<file path="src/rtl/median_image_ctrl.sv">
// Frame sequencer for the MEDIAN 3x3 core: streams clamped 3x3 windows from a
// source RAM into MEDIAN and writes each median back at the centre pixel address.
module median_image_ctrl #(
    parameter int W_LOG2 = 8,
    parameter int H_LOG2 = 8
) (
    input  logic                     CLK,
    input  logic                     nRST,
    input  logic                     START,
    output logic                     BUSY,
    output logic                     DONE,
    output logic [W_LOG2+H_LOG2-1:0] RADDR,
    input  logic [7:0]               RDATA,
    output logic [7:0]               MDI,
    output logic                     MDSI,
    input  logic [7:0]               MDO,
    input  logic                     MDSO,
    output logic [W_LOG2+H_LOG2-1:0] WADDR,
    output logic [7:0]               WDATA,
    output logic                     WE
);

    localparam logic [W_LOG2-1:0] XMAX = '1;
    localparam logic [H_LOG2-1:0] YMAX = '1;

    typedef enum logic [2:0] {S_IDLE, S_FETCH, S_WAIT, S_WRITE, S_DONE} state_t;

    state_t                     state_q, state_d;
    logic [W_LOG2-1:0]          x_q, x_d;
    logic [H_LOG2-1:0]          y_q, y_d;
    logic [3:0]                 k_q, k_d;
    logic [W_LOG2+H_LOG2-1:0]   raddr_q, raddr_d;
    logic [W_LOG2+H_LOG2-1:0]   waddr_q, waddr_d;
    logic [7:0]                 wdata_q, wdata_d;
    logic                       issue_q, issue_d;
    logic                       mdsi_q, mdsi_d;
    logic                       busy_q, busy_d;
    logic                       done_q, done_d;
    logic                       we_q, we_d;

    logic [1:0]                 row, col;
    logic [W_LOG2-1:0]          rx;
    logic [H_LOG2-1:0]          ry;

    assign MDI   = RDATA;
    assign RADDR = raddr_q;
    assign MDSI  = mdsi_q;
    assign WADDR = waddr_q;
    assign WDATA = wdata_q;
    assign WE    = we_q;
    assign BUSY  = busy_q;
    assign DONE  = done_q;

    // Neighbour offset codes: 0 -> -1, 1 -> 0, 2 -> +1 (row-major, top-left first)
    always_comb begin
        row = 2'd0;
        col = 2'd0;
        case (k_q)
            4'd0: begin row = 2'd0; col = 2'd0; end
            4'd1: begin row = 2'd0; col = 2'd1; end
            4'd2: begin row = 2'd0; col = 2'd2; end
            4'd3: begin row = 2'd1; col = 2'd0; end
            4'd4: begin row = 2'd1; col = 2'd1; end
            4'd5: begin row = 2'd1; col = 2'd2; end
            4'd6: begin row = 2'd2; col = 2'd0; end
            4'd7: begin row = 2'd2; col = 2'd1; end
            default: begin row = 2'd2; col = 2'd2; end
        endcase
    end

    // Clamp at the frame border: an offset that would leave the image stays on the edge
    always_comb begin
        rx = x_q;
        ry = y_q;
        case (col)
            2'd0:    rx = (x_q == '0)   ? x_q : x_q - W_LOG2'(1);
            2'd2:    rx = (x_q == XMAX) ? x_q : x_q + W_LOG2'(1);
            default: rx = x_q;
        endcase
        case (row)
            2'd0:    ry = (y_q == '0)   ? y_q : y_q - H_LOG2'(1);
            2'd2:    ry = (y_q == YMAX) ? y_q : y_q + H_LOG2'(1);
            default: ry = y_q;
        endcase
    end

    always_comb begin
        state_d = state_q;
        x_d     = x_q;
        y_d     = y_q;
        k_d     = k_q;
        raddr_d = raddr_q;
        waddr_d = waddr_q;
        wdata_d = wdata_q;
        busy_d  = busy_q;
        issue_d = 1'b0;
        mdsi_d  = issue_q;
        done_d  = 1'b0;
        we_d    = 1'b0;
        case (state_q)
            S_IDLE: begin
                if (START) begin
                    state_d = S_FETCH;
                    x_d     = '0;
                    y_d     = '0;
                    k_d     = '0;
                    busy_d  = 1'b1;
                end
            end
            S_FETCH: begin
                raddr_d = {ry, rx};
                issue_d = 1'b1;
                if (k_q == 4'd8) state_d = S_WAIT;
                else             k_d = k_q + 4'd1;
            end
            S_WAIT: begin
                // Only trust MDSO once the whole window has been pushed into MEDIAN
                if (MDSO && !mdsi_q && !issue_q) begin
                    wdata_d = MDO;
                    waddr_d = {y_q, x_q};
                    we_d    = 1'b1;
                    state_d = S_WRITE;
                end
            end
            S_WRITE: begin
                k_d = '0;
                if (x_q == XMAX) begin
                    x_d = '0;
                    if (y_q == YMAX) begin
                        state_d = S_DONE;
                        done_d  = 1'b1;
                    end else begin
                        y_d     = y_q + H_LOG2'(1);
                        state_d = S_FETCH;
                    end
                end else begin
                    x_d     = x_q + W_LOG2'(1);
                    state_d = S_FETCH;
                end
            end
            default: begin
                state_d = S_IDLE;
                busy_d  = 1'b0;
            end
        endcase
    end

    always_ff @(posedge CLK or negedge nRST) begin
        if (!nRST) begin
            state_q <= S_IDLE;
            x_q     <= '0;
            y_q     <= '0;
            k_q     <= '0;
            raddr_q <= '0;
            waddr_q <= '0;
            wdata_q <= '0;
            issue_q <= 1'b0;
            mdsi_q  <= 1'b0;
            busy_q  <= 1'b0;
            done_q  <= 1'b0;
            we_q    <= 1'b0;
        end else begin
            state_q <= state_d;
            x_q     <= x_d;
            y_q     <= y_d;
            k_q     <= k_d;
            raddr_q <= raddr_d;
            waddr_q <= waddr_d;
            wdata_q <= wdata_d;
            issue_q <= issue_d;
            mdsi_q  <= mdsi_d;
            busy_q  <= busy_d;
            done_q  <= done_d;
            we_q    <= we_d;
        end
    end

endmodule

</file>
<file path="config.mk">
export PLATFORM = sky130hd
export DESIGN_NAME = median_image_ctrl
export DESIGN_NICKNAME = d
export VERILOG_FILES = /design/src/rtl/median_image_ctrl.sv
export SDC_FILE = /design/constraint.sdc
export NUM_CORES = 1
export LEC_CHECK = 0
export BUFFER_PORTS_ARGS = -buffer_cell sky130_fd_sc_hd__buf_2
export CAP_MARGIN = 20
export CORE_MARGIN = 5
export CORE_UTILIZATION = 35
export DETAILED_ROUTE_END_ITERATION = 10
export GPL_TIMING_DRIVEN = 0
export PLACE_DENSITY = 0.57
export SYNTH_ARGS = -nofsm -noshare
export SYNTH_HDL_FRONTEND = slang
export SYNTH_SLANG_ARGS = --single-unit
</file>
<file path="constraint.sdc">
create_clock -name CLK -period 2.2 [get_ports CLK]
set_input_delay 0.44 -clock CLK [delete_from_list [all_inputs] [get_ports CLK]]
set_output_delay 0.44 -clock CLK [all_outputs]
set_load 0.02 [all_outputs]
</file>
Word level (Yosys, flattened, before mapping)
Memory sizes are Yosys's and may differ from the RTL's. Cells that the tools add are included. Widths: inputs -> output; s select.

Order comparisons: 0. Bitwise gates (word level): 1. Reductions and logical operators: 18. Divide/modulo/power cells: 0. Equal/unequal tests: 13. Multiplexer cells: 29. Shift-type cells: 0. Multipliers: 0. Add/sub/neg operators: 5.

Operator list (number): $pmux 8 s2 (4); $mux 8 (7); $add 8x1->8 const B (2); $eq 8x8->1 const B (2); $logic_not 8->1 (2); $sub 8x1->8 const B (2); $mux 3 (5); $mux 4 (3); $pmux 3 s4 (1); $pmux 4 s3 (1); $ne 2x2->1 const B (5); $reduce_and 3->1 (3); $mux 1 (7); $eq 3x2->1 const B (2); $reduce_and 2->1 (3); $add 4x1->4 const B (1); $eq 2x2->1 const B (2); $eq 4x4->1 const B (1); $logic_not 2->1 (2); $eq 3x1->1 const B (1); $logic_not 3->1 (1); $reduce_bool 3->1 (1); $reduce_or 3->1 (1); $logic_and 1x1->1 (2); other kinds (4) (5).

Output and inout bits: 52. RAM bits: 0. Memories kept: 1. Logic and storage cells: 79. Memory bits (read-only): 32. Register bits after elaboration: 68. Bits of input ports: 20. Latch bits: 0.

Memory list: (name not given) (depth 8, width 4, rd ports 1, clocked after Yosys merged registers in 0, wr ports 0, line 58) `case (k_q)`.

Depth between registers and ports, before layout
Depth after elaboration: 5. Gate-level depth with buffers: 8. Depth with buffers taken out: 7.

Worst setup path after synthesis
No wires, ideal clock.

Path type: register -> register. Start: register x_q[0]. End: register raddr_q[7] (netlist: RADDR[7]). Clock period less this slack: 1948 ps. Path buffers: 1. Data arrival time: 1819 ps. Library setup time: 129 ps. Required time: 2071 ps. Setup slack: 252 ps. Cell stages (with the launch flop): 9. Cells stage by stage: dfrtp_1 clkbuf_1 inv_1 ha_1 nor4b_1 nor2_1 mux2_2 a221oi_1 a21oi_1.

Cells in the longest elaborated chain, start to end: 3. Elaborated cells on any way between the ends: 7. Classes of those cells: add/sub: 2; eq/ne: 1; mux: 3; reduce/logical: 1.

Ends and longest elaborated chain: start, declared (line 29) `logic [W_LOG2-1:0] x_q, x_d;`; start signal, assigned (line 151) `x_q <= '0;`; start signal, assigned (line 164) `x_q <= x_d;`; $add 8x1->8 (tied with other cells) (line 77) `2'd2: rx = (x_q == XMAX) ? x_q : x_q + W_LOG2'(1);`; $mux 8 (on tied branches) (line 77, 76); $pmux 8 s2 (*) (line 75) `case (col)`; end signal, assigned (line 167) `raddr_q <= raddr_d;`; end, declared (line 32) `logic [W_LOG2+H_LOG2-1:0] raddr_q, raddr_d;`.

Mark *: on every way between the ends. The rest lies on a longest branch, timed or not. A chain may end at the register's enable or synchronous reset.

Worst setup path after layout
Start: register y_q[3]. End: register state_q[0].

Cells in the longest elaborated chain, start to end: 4.

Ends and longest elaborated chain: start, declared (line 30) `logic [H_LOG2-1:0] y_q, y_d;`; start signal, assigned (line 165) `y_q <= y_d;`; $eq 8x8->1 (line 129) `if (y_q == YMAX) begin`; $mux 3 (line 129); $mux 3 (line 127) `if (x_q == XMAX) begin`; $pmux 3 s4 (line 100) `case (state_q)`; end signal, assigned (line 163) `state_q <= state_d;`; end, declared (line 28) `state_t state_q, state_d;`.

No other way between the ends.

==> results.cfg <==
[run_status]
status = completed

[clock_network]
cts_tree = done
clk_latency_ns = 0.36
htree_num_levels = 3
cts.sinks = 68
root_buffer = clkbuf_8
clockBufferDepth = 2
cts_made_buffers = 9
clkTransAtPathRegs_ns = 0.08

[synthesis]
synth_edf_count = 0
ys_types = 58
syn_avg_cell_area_sq_um = 8.43
synth-seq-cells = 68
synth-xor-area-share = 0.0269
synth_compound_area_frac = 0.175
synth_mux_area_frac = 0.0192
synth-async-reset-ratio = 1.00
syn-cell-area_sq_um = 3900
ys_warn_count = 0
synth_top_cell_by_area = dfrtp_1
yosysSeqAreaShare = 0.436
synthFlopType = dfrtp_1
synth-simple-area-share = 0.247
synthTopCellsByCount = 93 x nand2_1, 68 x dfrtp_1, 42 x nor2_1
syn_inst = 463
yosysMostFrequentCell = nand2_1
synth_top_area_frac = 0.436
synth_area_leaders = dfrtp_1 44%, nand2_1 8.9%, o21ai_0 5.0%
synth_nets = 493
synthAdderAreaFrac = 0.0321
synth_top_family_by_area = simple AND/OR/NAND/NOR gates

[die]
start_util = 0.358
num_rows = 38
die_h_microns = 116
die_area_sq_um = 13400
boundaryPins = 72
coreArea_sq_um = 10900
die_w_microns = 116

[route]
detail-route-antenna-nets = 0
dr.pass1.iters = 5
vias = 3669
drc = 0
routed_wl_microns = 10900
routedWlPerCell_microns = 15.9
drtIter0Drc = 253
vias_per_cell = 5.39

[critical_path]
worstSetupPathType = reg -> reg
critical-path-max-stage-delay_ns = 0.34
required_ns = 2.44
slowest_stage = or2_2
critPathBufInv = 2
critPathMaxFanout = 10
critPathTopFamily = simple AND/OR/NAND/NOR gates
crit_arrival_ns = 2.29
crit_chain = clkbuf_1 -> nand4_1 -> or2_2 -> buf_2 -> o21ai_0 -> nand2_1 -> a32o_1
worst_setup_path_start_kind = flop
endpoint_kind = flop

[cells_and_area]
fill_cells = 1102
area_delta_synth_final_pct = 20.3
diodes = 0
layout.nets = 566
final_layout_size_suffix_gt1_frac = 0.229

[placement]
hpwl_microns = 7800
gp_congestion = 0.874
pre_cts_ws_ns = -0.126
io_buffers = 63

[sta]
post-route-period-util = 0.933
finalSetupViolations = 0
slew_headroom = 0.421
worst_slew_pin_slew_ns = 0.869
tns_ns = 0
hold_slack_ns = 0.205
drv_slew = 0
finalCriticalPeriod_ns = 2.05
finalHoldViolCount = 0
fin_ws_ns = 0.148
rsz0062_at_grt = no
clock.fmax_mhz = 487
skew_ns = 0.0121

[global_route]
grt-ovfl-total = 0
grt_usage = 0.167
grt_pass1_wl_microns = 17600
grt_max_degree = 69
first_global_vias = 3537
grt_antenna_before_repair = 0

[power]
p_leak_nw = 2.28
powerDensity_nw_per_um2 = 1210
ir_drop_mv = 0.822

[job]
cap_violations = 0

[hold_path]
hp-class = in -> async
==> flip-flops by register name (all words and copies together) (netlist names) <==
name     cells
MDSI         1
WADDR       16
RADDR       16
y_q          8
k_q          4
x_q          8
DONE         1
WE           1
BUSY         1
WDATA        8
issue_q      1
state_q      3
==> what timing repair did <==
action / in CTS / in global routing
cloned: 0 / 0
gates resized for setup: 4 / 17
buffers inserted: 0 / 1
endpoints found under the setup margin: 8 / 12
pin swaps: 0 / 1
hold buffers: 0 / 0
==> layer usage <==
layer / track usage / share of wire
met1: 0.214 / 0.45
met2: 0.277 / 0.47
met3: 0.0392 / 0.061
met4: 0.0556 / 0.018
met5: 0 / 0
==> kinds of logic (layout without fill, tap and decap cells) <==
| family | Yosys count | after routing |
|---|---|---|
| AO/OA/AOI/OAI | 109 | 109 |
| XOR/XNOR | 12 | 12 |
| adder cells (fa/ha/maj) | 10 | 10 |
| buffers and inverters | 54 | 132 |
| flip-flops | 68 | 68 |
| multiplexers | 7 | 7 |
| AND/OR/NAND/NOR | 203 | 203 |
==> where the power goes <==
group	switching (mW)	internal (mW)	total [mW]
registers	0.186	1.52	1.70
clock network	0.488	0.645	1.13
logic	1.73	1.09	2.83
==> metrics by stage <==
stage                     area (sq um)  power (mW)   util  std cells
after floorplan                   3900        3.64      -        463
after global placement            4390        4.35  0.403        666
after detailed placement          4390        4.38  0.404        666
after CTS                         4630        5.57  0.426        682
after global routing              4690        6.07  0.431        681
final                             4690        5.66  0.431        681
==> placed cells by master, fill, tap and decap left out, types with 3 or more instances in the layout <==
cell and instances:
clkbuf_8 13, o21ai_0 39, clkbuf_2 4, nand2_1 92
nor2b_1 3, nand4_1 6, dfrtp_1 68, a31oi_1 13
mux2i_1 3, nand3_1 10, nand2b_1 8, buf_4 10
a311oi_1 3, ha_1 9, inv_1 10, xnor2_1 6
o22a_1 3, nor3_1 10, a21oi_1 23, a32o_1 3
buf_2 71, a21o_1 4, or3_1 6, mux2_2 4
nor2_1 42, clkbuf_1 16, xor2_1 6, and3_1 4
==> final timing paths <==
check	from	end	slack [ns]	depth (start not counted)
max in group asynchronous	nRST	k_q[1]	1.44	1
max	y_q[3]	state_q[0]	0.15	7
min reg2reg	issue_q	MDSI	0.38	0
max reg2reg	y_q[3]	state_q[0]	0.15	7
min	nRST	RADDR[9]	0.21	1
min in group CLK	MDO[3]	WDATA[3]	0.27	3
==> cell type report <==
type,instances,area [sq um],share of cell area
sequential,68,1700,0.363
inverter,11,41.3,0.00880
clock inverter,3,42.5,0.00906
multi-input combinational,341,2020,0.431
clock buffer,13,179,0.0381
tap,140,175,0.0373
buffer,41,208,0.0443
timing repair buffer,64,325,0.0693
Note: power is estimated with default switching activity, not from simulation.
